**src/rtl/pipe_stage_reg.sv**
```systemverilog
// Generic inter-stage pipeline register with a valid/ready handshake, a two-entry skid buffer, flush, and control zeroing on bubbles.
// Optional statistics counters are built when PIPE_STAGE_STATS_EN is defined.
module pipe_stage_reg #(
    parameter int unsigned CTRL_W = 8,
    parameter int unsigned DATA_W = 128,
    parameter int unsigned CNT_W  = 16
) (
    input  logic              clk,
    input  logic              rst,
    input  logic              flush,
    input  logic              in_valid,
    output logic              in_ready,
    input  logic [CTRL_W-1:0] in_ctrl,
    input  logic [DATA_W-1:0] in_data,
    output logic              out_valid,
    input  logic              out_ready,
    output logic [CTRL_W-1:0] out_ctrl,
    output logic [DATA_W-1:0] out_data,
    output logic [CNT_W-1:0]  stall_cnt,
    output logic [CNT_W-1:0]  bubble_cnt
);

    logic              main_valid_q, main_valid_d;
    logic [CTRL_W-1:0] main_ctrl_q,  main_ctrl_d;
    logic [DATA_W-1:0] main_data_q,  main_data_d;
    logic              skid_valid_q, skid_valid_d;
    logic [CTRL_W-1:0] skid_ctrl_q,  skid_ctrl_d;
    logic [DATA_W-1:0] skid_data_q,  skid_data_d;

    logic accept;
    logic deliver;

    // in_ready depends only on the skid flag, so out_ready never reaches it combinationally.
    assign in_ready = ~skid_valid_q;
    assign accept   = in_valid & ~skid_valid_q;
    assign deliver  = main_valid_q & out_ready;

    always_comb begin
        main_valid_d = main_valid_q;
        main_ctrl_d  = main_ctrl_q;
        main_data_d  = main_data_q;
        skid_valid_d = skid_valid_q;
        skid_ctrl_d  = skid_ctrl_q;
        skid_data_d  = skid_data_q;

        if (flush) begin
            main_valid_d = 1'b0;
            main_ctrl_d  = '0;
            skid_valid_d = 1'b0;
        end else if (!main_valid_q || deliver) begin
            if (skid_valid_q) begin
                main_valid_d = 1'b1;
                main_ctrl_d  = skid_ctrl_q;
                main_data_d  = skid_data_q;
                skid_valid_d = accept;
                if (accept) begin
                    skid_ctrl_d = in_ctrl;
                    skid_data_d = in_data;
                end
            end else if (accept) begin
                main_valid_d = 1'b1;
                main_ctrl_d  = in_ctrl;
                main_data_d  = in_data;
            end else begin
                // Bubble: control is zeroed, payload keeps its last value.
                main_valid_d = 1'b0;
                main_ctrl_d  = '0;
            end
        end else if (accept) begin
            skid_valid_d = 1'b1;
            skid_ctrl_d  = in_ctrl;
            skid_data_d  = in_data;
        end
    end

    always_ff @(posedge clk) begin
        if (rst) begin
            main_valid_q <= 1'b0;
            main_ctrl_q  <= '0;
            main_data_q  <= '0;
            skid_valid_q <= 1'b0;
            skid_ctrl_q  <= '0;
            skid_data_q  <= '0;
        end else begin
            main_valid_q <= main_valid_d;
            main_ctrl_q  <= main_ctrl_d;
            main_data_q  <= main_data_d;
            skid_valid_q <= skid_valid_d;
            skid_ctrl_q  <= skid_ctrl_d;
            skid_data_q  <= skid_data_d;
        end
    end

    assign out_valid = main_valid_q;
    assign out_ctrl  = main_ctrl_q;
    assign out_data  = main_data_q;

`ifdef PIPE_STAGE_STATS_EN
    logic [CNT_W-1:0] stall_cnt_q,  stall_cnt_d;
    logic [CNT_W-1:0] bubble_cnt_q, bubble_cnt_d;

    always_comb begin
        stall_cnt_d  = stall_cnt_q;
        bubble_cnt_d = bubble_cnt_q;
        if (main_valid_q && !out_ready && stall_cnt_q != '1) begin
            stall_cnt_d = stall_cnt_q + CNT_W'(1);
        end
        if (!main_valid_q && bubble_cnt_q != '1) begin
            bubble_cnt_d = bubble_cnt_q + CNT_W'(1);
        end
    end

    always_ff @(posedge clk) begin
        if (rst) begin
            stall_cnt_q  <= '0;
            bubble_cnt_q <= '0;
        end else begin
            stall_cnt_q  <= stall_cnt_d;
            bubble_cnt_q <= bubble_cnt_d;
        end
    end

    assign stall_cnt  = stall_cnt_q;
    assign bubble_cnt = bubble_cnt_q;
`else
    assign stall_cnt  = '0;
    assign bubble_cnt = '0;
`endif

endmodule

```
**config.mk**
```make
export PLATFORM = sky130hd
export DESIGN_NAME = pipe_stage_reg
export DESIGN_NICKNAME = d
export VERILOG_FILES = /design/src/rtl/pipe_stage_reg.sv
export SDC_FILE = /design/constraint.sdc
export NUM_CORES = 1
export LEC_CHECK = 0
export CORE_MARGIN = 2
export CORE_UTILIZATION = 43
export DETAILED_ROUTE_END_ITERATION = 10
export GPL_TIMING_DRIVEN = 0
export PLACE_DENSITY = 0.81
export SKIP_LAST_GASP = 1
export SLEW_MARGIN = 20
export SYNTH_ARGS = -nofsm -noshare
export SYNTH_HDL_FRONTEND = slang
export SYNTH_SLANG_ARGS = --single-unit
```
**constraint.sdc**
```tcl
create_clock -name clk -period 4.2 [get_ports clk]
set_input_delay 0.42 -clock clk [delete_from_list [all_inputs] [get_ports clk]]
set_output_delay 0.42 -clock clk [all_outputs]
set_load 0.02 [all_outputs]
```
==> results of run 1 <==
-- cells by family (layout without fill, tap and decap cells) --
family                 count (synthesis)  after routing  synth area share, %
AOI/OAI and AO/OA                    266            266                 13.5
and+or+nand+nor                      296            296                 14.6
muxes                                264            264                 21.2
other                                  1             34               0.0301
buffers and inverters                154            484                 6.71
DFF                                  274            274                 44.0
-- state kept, by name, indices dropped and copies added, names as in the netlist --
name	count
out_valid	1
skid_ctrl_q	8
skid_valid_q	1
skid_data_q	128
out_ctrl	8
out_data	128
-- power by group through the flow --
stage	clock, mW	combinational [mW]	sequential, mW
after floorplan	0	0.374	2.91
after global placement	0	0.897	2.81
after detailed placement	0	0.912	2.82
after CTS	2.73	0.918	2.76
after global routing	2.83	0.983	2.77
final	2.68	0.916	2.76
-- cells in the final DEF (no fill, tap or decap), types with 2 or more instances in the layout --
master / synthesis / final
clkbuf_1: 67 / 73
clkbuf_8: 0 / 6
nor2_1: 9 / 9
buf_1: 7 / 7
nor2b_1: 2 / 2
diode_2: 0 / 2
a221oi_1: 8 / 8
nand2b_1: 273 / 273
bufinv_16: 0 / 4
clkbuf_16: 0 / 29
a21oi_1: 129 / 129
a211oi_1: 128 / 128
dfxtp_1: 274 / 274
nor3_1: 10 / 10
buf_2: 30 / 30
conb_1: 1 / 32
clkdlybuf4s50_1: 0 / 277
mux2i_1: 264 / 264
buf_8: 5 / 5
buf_4: 44 / 44
clkinv_2: 0 / 6
-- worst min path at each step --
stage | start | endpoint | slack, ns | cells past startpoint
after global placement | skid_data_q[7] | skid_data_q[7] | 0.46 | 2
after detailed placement | skid_data_q[63] | skid_data_q[63] | 0.46 | 2
final | rst | skid_data_q[3] | 0.41 | 3
after CTS | rst | skid_data_q[12] | 0.41 | 3
after global routing | rst | skid_data_q[2] | 0.46 | 3
after floorplan | skid_data_q[0] | skid_data_q[0] | 0.45 | 2
-- final cells by class --
type	instances	area [sq um]	share of cell area (%)
Buffer	153	833	4.95
Inverter	1	3.75	0.0223
Antenna cell	2	5.00	0.0297
Multi-Input combinational cell	858	6270	37.2
Clock inverter	12	166	0.988
Tap cell	384	480	2.85
Clock buffer	41	831	4.93
Sequential cell	274	5490	32.6
Timing Repair Buffer	277	2770	16.5
-- metrics by stage --
stage | area, sq um | hold slack [ns] | setup slack, ns
2_1_floorplan | 12600 | 0.448 | 2.63
3_3_place_gp | 15800 | 0.457 | 1.32
3_5_place_dp | 15800 | 0.463 | 1.25
4_1_cts | 16800 | 0.410 | 1.21
5_1_grt | 16800 | 0.459 | 1.12
6_report | 16800 | 0.415 | 1.25
-- worst max-delay path, delay by kind of cell, from the launching register on --
family                 cells  cell delay (ns)
buffers and inverters      5             1.66
DFF                        1             0.31
-- per-layer routing --
metal	GRT usage, %	up-vias	wire length (microns)
met1	28.8	4944	15200
met2	37.6	359	16400
met3	6.01	75	2920
li1	-	5033	-
met4	7.42	0	1090
met5	0	-	0
==> results.json, run 1 <==
{
  "rrSetupSlack_ns": 1.87,
  "grt_pass1_wl_microns": 56000,
  "r2r_cells": 6,
  "synth_area_leader_cell": "dfxtp_1",
  "critical_path_arrival_ns": 2.53,
  "seqPwrFrac_pct": 43.4,
  "crit_path_end_kind": "output pin",
  "worst_pin_slew_ns": 1.04,
  "leakagePower_nw": 5.71,
  "clock_latency_ns": 0.54,
  "grt_max_degree": 14,
  "min_period_ns": 2.95,
  "r2r_start": "out_valid",
  "cp_slowest_cell": "clkbuf_1",
  "hold_buffers": 0,
  "dp_cells": 1947,
  "critPathMaxFanout": 10,
  "start_util_pct": 43.6,
  "cts_max_path_buffers": 3,
  "detail_route.wl_per_cell_microns": 17.8,
  "nFillCells": 2398,
  "synth_top_cell_area_share_pct": 44.0,
  "ir_worst_vdd_v": 0.000261,
  "drc": 0,
  "startpoint_type": "flip-flop",
  "fmax_mhz": 339,
  "antenna_found_initial": 3,
  "vias_per_cell": 5.20,
  "post-route-util_pct": 58.9,
  "die_area_sq_um": 30400,
  "setup.worst_path.end": "in_ready",
  "hold_viol_final": 0,
  "p_int_mw": 4.77,
  "postSynthAreaPerCell_sq_um": 9.94,
  "switching_share_pct": 25.0,
  "cp-startpoint": "skid_valid_q",
  "nNetsFinal": 1735,
  "path_cells": "buf_2, buf_2, clkbuf_1, inv_1, clkdlybuf4s50_1",
  "wl_microns": 35600,
  "vias": 10411,
  "grt_pass1_vias": 10419,
  "rr_endpoint": "out_data[64]",
  "gp_congestion": 0.815,
  "synth_edf_count": 0,
  "powerDensity_nw_per_um2": 377,
  "track_usage_pct": 22.7,
  "status": "finished, final reports clean",
  "core.rowCount": 62,
  "critPathMaxStageDelay_ns": 0.57,
  "syn_area_sq_um": 12500,
  "p_comb_share_pct": 14.4,
  "async_flop_share_pct": 0,
  "worst_ep_required_time_ns": 3.78,
  "synth.most_common_cell": "dfxtp_1",
  "power.switching_mw": 1.59,
  "post_cts_buffers": 0,
  "fin_tns_setup_ns": 0,
  "min_period_over_period_pct": 70.2,
  "synthTopCellsByArea": "dfxtp_1 44%, mux2i_1 21%, nand2b_1 14%",
  "synth_seq_area_share_pct": 44.0,
  "ctsResizeCount": 0,
  "clock_power_share_pct": 42.2,
  "clock-sinks": 274,
  "setup_viol": 0,
  "syn_inst": 1255,
  "synth_common_cells": "274 x dfxtp_1, 273 x nand2b_1, 264 x mux2i_1",
  "syn_to_final_growth_pct": 35.0,
  "cts_tree": "done",
  "drv_slew": 0,
  "finalPower_mw": 6.36,
  "io_pins": 311,
  "slew-limit-headroom_pct": 30.6,
  "ys_types": 19,
  "drt-initial-drc-count": 445,
  "yosys_warnings": 0,
  "h-tree-depth": 1,
  "hold_class": "input port to flip-flop",
  "core_area_sq_um": 28600,
  "clock-root-buffer": "clkbuf_16",
  "clk_pin_slew_ns": 0.07,
  "critPathMostFrequentCell": "buf_2",
  "instances_no_fill": 2002,
  "ys_seq_elements": 274,
  "dp_hpwl_microns": 25300,
  "first_pass_iters": 5,
  "dieHeight_microns": 174,
  "finalClockSkew_ns": 0.0101,
  "final_antenna_net_count": 0,
  "layout-drive-gt1-share_pct": 7.98,
  "grt_remaining_overflow": 0,
  "cap_violations": 0,
  "grt_setup_unrepaired": "no",
  "worstSetupPathType": "flip-flop to output pin",
  "die_w_microns": 174,
  "synth_ff_type": "dfxtp_1",
  "numCtsBuffers": 29,
  "port_buffers": 277
}
Note: power is estimated with default switching activity, not from simulation.
==> run 2, diff against run 1 <==
PLACE_DENSITY = 0.84   (was 0.81)
clock period = 2.6 ns   (was 4.2 ns; I/O delays follow)
==> run 2 against run 1 <==
Final cell count about the same. Flip-flop and latch count unchanged. Via count about the same. Routed wire length about the same. Worst setup slack got worse by 1.1 ns. Largest cell class unchanged.
==> results.json, run 2 (synthesis gave the netlist of run 1 again) <==
{
  "stdcell_area_sq_um": 16800,
  "port_buffers": 277,
  "clock_latency_ns": 0.55,
  "antenna_found_initial": 4,
  "first_pass_iters": 4,
  "track_usage_pct": 22.5,
  "final_common_cell": "clkdlybuf4s50_1",
  "nNetsFinal": 1734,
  "cap_violations": 0,
  "final_cell_mix": "277 x clkdlybuf4s50_1, 274 x dfxtp_1, 273 x nand2b_1, 264 x mux2i_1, 129 x a21oi_1",
  "powerDensity_nw_per_um2": 606,
  "instances_no_fill": 2000,
  "vias_per_cell": 5.20,
  "critical_path_arrival_ns": 2.14,
  "dieHeight_microns": 174,
  "setup_slack_ns": 0.198,
  "die_area_sq_um": 30400,
  "startpoint_type": "flip-flop",
  "leakagePower_nw": 5.70,
  "pre_cts_ws_ns": -0.188,
  "critPathMaxFanout": 19,
  "detail_route.wl_per_cell_microns": 17.8,
  "start_util_pct": 43.6,
  "status": "finished, final reports clean",
  "drt-initial-drc-count": 566,
  "layout-drive-gt1-share_pct": 7.93,
  "grt_max_degree": 20,
  "drv_slew": 0,
  "ctsResizeCount": 0,
  "dp_hpwl_microns": 25400,
  "crit_path_end_kind": "output pin",
  "dp_cells": 1947,
  "fin_tns_setup_ns": 0,
  "finalPower_mw": 10.2,
  "min_period_ns": 2.40,
  "drc": 0,
  "setup_viol": 0,
  "fmax_mhz": 416,
  "syn_to_final_growth_pct": 34.8,
  "hold_class": "input port to flip-flop",
  "h-tree-depth": 1,
  "nFillCells": 2370,
  "clock-root-buffer": "clkbuf_16",
  "core_area_sq_um": 28600,
  "placed_area_sq_um": 15800,
  "vias": 10404,
  "grt_pass1_vias": 10434,
  "die_w_microns": 174,
  "clk_pin_slew_ns": 0.07,
  "core.rowCount": 62,
  "hold_buffers": 0,
  "grt_setup_unrepaired": "no",
  "worstSetupPathType": "flip-flop to output pin",
  "grt_remaining_overflow": 0,
  "ir_worst_vdd_v": 0.000503,
  "numCtsBuffers": 29,
  "final_antenna_net_count": 0,
  "gp_congestion": 0.838,
  "hold_viol_final": 0,
  "worst_pin_slew_ns": 0.962,
  "clock-sinks": 274,
  "slew-limit-headroom_pct": 35.9,
  "worst_ep_required_time_ns": 2.34,
  "post_cts_buffers": 0,
  "min_period_over_period_pct": 92.4,
  "cts_tree": "done",
  "cts_max_path_buffers": 3,
  "io_pins": 311,
  "grt_pass1_wl_microns": 55400,
  "wl_microns": 35600,
  "finalClockSkew_ns": 0.00867
}
==> run 2: changes by cell type in the layout (fill, tap and decap cells not counted) <==
cell | before | now
clkinvlp_4 | 1 | 0
clkbuf_8 | 6 | 7
clkbuf_1 | 73 | 72
bufinv_16 | 4 | 3
==> run 2: worst max-delay path, stage by stage, from the launching register on <==
cell and delay (ns):
dfxtp_1 0.30, buf_2 0.13, buf_2 0.50, inv_1 0.09, clkdlybuf4s50_1 0.57
==> run 2: final cells by class <==
type	instances	area, sq um	area share (%)
diodes	2	5.00	0.0298
clock buffers	42	845	5.02
well taps	384	480	2.86
repair buffers	277	2770	16.5
clock inverters	10	129	0.766
inverters	1	3.75	0.0223
flip-flops and latches	274	5490	32.6
plain buffers	152	830	4.93
multi-input cells	858	6270	37.3
==> run 2: stage by stage <==
stage | utilization [%] | hold slack [ns]
5_1_grt | 58.8 | 0.276
2_1_floorplan | - | 0.415
4_1_cts | 58.8 | 0.227
6_report | 58.8 | 0.242
3_5_place_dp | 55.4 | 0.467
3_3_place_gp | 55.4 | 0.457
==> run 2: layer usage <==
metal / routed length [microns] / global-route usage, % / up-vias / part of all wire (%)
met2: 16800 / 38.9 / 369 / 47
met3: 2510 / 5.34 / 76 / 7.0
met5: 27 / 0 / - / 0.076
li1: - / - / 5010 / -
met4: 1140 / 7.39 / 4 / 3.2
met1: 15100 / 27.4 / 4945 / 42
==> run 2: path summary, 6_finish.rpt <==
kind	start	endpoint	slack [ns]	cells past startpoint
setup / recovery	skid_valid_q	in_ready	0.20	4
hold / removal	rst	skid_data_q[2]	0.24	3
setup reg to reg	out_valid	out_data[40]	0.33	5
hold reg to reg	skid_data_q[17]	skid_data_q[17]	0.47	2
==> run 2: power breakdown <==
| part | internal (mW) | total [mW] | switching [mW] |
|---|---|---|---|
| Sequential | 4.36 | 4.46 | 0.103 |
| Clock | 2.54 | 4.24 | 1.71 |
| Combinational | 0.735 | 1.48 | 0.746 |
| Total | 7.63 | 10.2 | 2.56 |
==> run 3, diff against run 2 <==
CORE_UTILIZATION = 35   (was 43)
PLACE_DENSITY = 0.72   (was 0.84)
==> run 3 against run 2 <==
Maximum frequency rose by 0.66%. Die area rose by 22%. Combinational power barely moved. Flip-flop and latch count did not move. Register-to-register slack got worse by 0.12 ns. Clock power rose by 2%. First-iteration DRC count fell by 33%. Worst hold slack improved by 0.0024 ns. Non-clock buffer count did not move. Utilization fell by 11 points. Cell area rose by 0.80%. Largest cell class unchanged. Highest routed layer is now met4.
==> results.json, run 3 (synthesis gave the netlist of run 1 again) <==
{
  "leakagePower_nw": 5.70,
  "hold_viol_final": 0,
  "cap_violations": 0,
  "finalClockSkew_ns": 0.0100,
  "p_int_mw": 7.65,
  "nNetsFinal": 1736,
  "clock_latency_ns": 0.55,
  "critical_path_arrival_ns": 2.85,
  "dp_hpwl_microns": 26300,
  "grt_max_degree": 20,
  "switching_share_pct": 25.5,
  "syn_to_final_growth_pct": 35.9,
  "worst_pin_slew_ns": 1.14,
  "grt_setup_unrepaired": "no",
  "cp-startpoint": "out_valid",
  "r2r_cells": 5,
  "post_cts_buffers": 0,
  "vias_per_cell": 4.90,
  "drt-initial-drc-count": 378,
  "grt_pass1_wl_microns": 56200,
  "status": "finished, final reports clean",
  "cts_tree": "done",
  "setup_viol": 0,
  "fmax_mhz": 419,
  "startpoint_type": "flip-flop",
  "p_comb_share_pct": 14.5,
  "r2r_start": "out_valid",
  "final_common_cell": "clkdlybuf4s50_1",
  "powerDensity_nw_per_um2": 606,
  "drc": 0,
  "numCtsBuffers": 31,
  "crit_path_end_kind": "flip-flop",
  "die_area_sq_um": 37200,
  "setup.worst_path.end": "out_data[4]",
  "stdcell_area_sq_um": 17000,
  "cts_max_path_buffers": 3,
  "first_pass_iters": 4,
  "min_period_ns": 2.39,
  "h-tree-depth": 1,
  "vias": 10218,
  "gp_congestion": 0.832,
  "drv_slew": 0,
  "core_area_sq_um": 35300,
  "antenna_found_initial": 4,
  "track_usage_pct": 19.1,
  "final_cell_mix": "277 x clkdlybuf4s50_1, 274 x dfxtp_1, 273 x nand2b_1, 264 x mux2i_1, 129 x a21oi_1",
  "clock_power_share_pct": 42.2,
  "ir_worst_vdd_v": 0.000493,
  "setup_slack_ns": 0.214,
  "rr_endpoint": "out_data[4]",
  "worst_ep_required_time_ns": 3.06,
  "core.rowCount": 69,
  "pre_cts_ws_ns": -0.291,
  "dieHeight_microns": 193,
  "worstSetupPathType": "flip-flop to flip-flop",
  "grt_remaining_overflow": 0,
  "clock-sinks": 274,
  "slew-limit-headroom_pct": 24.2,
  "start_util_pct": 35.3,
  "detail_route.wl_per_cell_microns": 17.7,
  "hold_buffers": 0,
  "seqPwrFrac_pct": 43.4,
  "min_period_over_period_pct": 91.8,
  "ctsResizeCount": 0,
  "clk_pin_slew_ns": 0.06,
  "clock-root-buffer": "clkbuf_16",
  "layout-drive-gt1-share_pct": 8.03,
  "rrSetupSlack_ns": 0.21,
  "io_pins": 311,
  "wl_microns": 36900,
  "die_w_microns": 193,
  "grt_pass1_vias": 10241,
  "critPathMaxFanout": 10,
  "power.switching_mw": 2.62,
  "final_antenna_net_count": 0,
  "port_buffers": 277,
  "placed_area_sq_um": 15900,
  "hold_class": "input port to flip-flop"
}
run 3: cell count changes in the layout (fill, tap and decap cells not counted):
cell / delta
clkbuf_16: +2
bufinv_16: -1
diode_2: +3
clkinvlp_4: +3
inv_6: -1
clkbuf_1: +3
clkbuf_8: -1
run 3: how the worst min path moves through the flow:
stage	cells after the start	to	slack [ns]	from
final	3	skid_data_q[9]	0.24	rst
after global routing	3	skid_data_q[1]	0.25	rst
after CTS	3	skid_ctrl_q[5]	0.22	rst
after detailed placement	2	skid_data_q[40]	0.47	skid_data_q[40]
after global placement	2	skid_data_q[76]	0.46	skid_data_q[76]
after floorplan	2	skid_ctrl_q[0]	0.42	in_ctrl[0]
run 3: routing by layer:
| metal | GRT usage (%) | vias to the layer above | share of wire [%] |
|---|---|---|---|
| met5 | 0 | - | 0 |
| met4 | 5.46 | 0 | 2.7 |
| met3 | 5.56 | 57 | 7.9 |
| met2 | 31.5 | 284 | 46 |
| met1 | 24.2 | 4836 | 43 |
| li1 | - | 5041 | - |
run 3: worst max-delay path, stage by stage (launching register included):
cell      delay [ns]
dfxtp_1         0.33
nand2b_1        0.24
clkbuf_1        0.86
clkbuf_1        0.46
a21oi_1         0.14
a211oi_1        0.26
run 3: per-stage QoR:
step	hold slack (ns)	utilization [%]	cells	total power, mW	setup TNS, ns
after global placement	0.457	45.2	2024	6.01	-16.43
after global routing	0.250	48.0	2081	10.7	0
final	0.244	48.0	2085	10.3	0
after CTS	0.220	48.0	2080	10.4	0
after detailed placement	0.466	45.2	2024	6.03	-22.07
after floorplan	0.415	-	1286	5.30	0
run 3: power by group through the flow:
stage	Combinational [mW]	Sequential [mW]	Clock [mW]
floorplan	0.604	4.70	0
global placement	1.47	4.55	0
detailed placement	1.49	4.55	0
CTS	1.49	4.46	4.41
global route	1.60	4.47	4.58
finish	1.49	4.46	4.33
run 3: area by class of cell:
| cell class | instances | area [sq um] |
|---|---|---|
| repair buffers | 277 | 2770 |
| diodes | 5 | 12.5 |
| flip-flops and latches | 274 | 5490 |
| fillers | 3293 | 18400 |
| plain buffers | 152 | 830 |
| multi-input cells | 858 | 6270 |
| clock inverters | 11 | 113 |
| inverters | 1 | 3.75 |
| well taps | 461 | 577 |
| clock buffers | 46 | 892 |
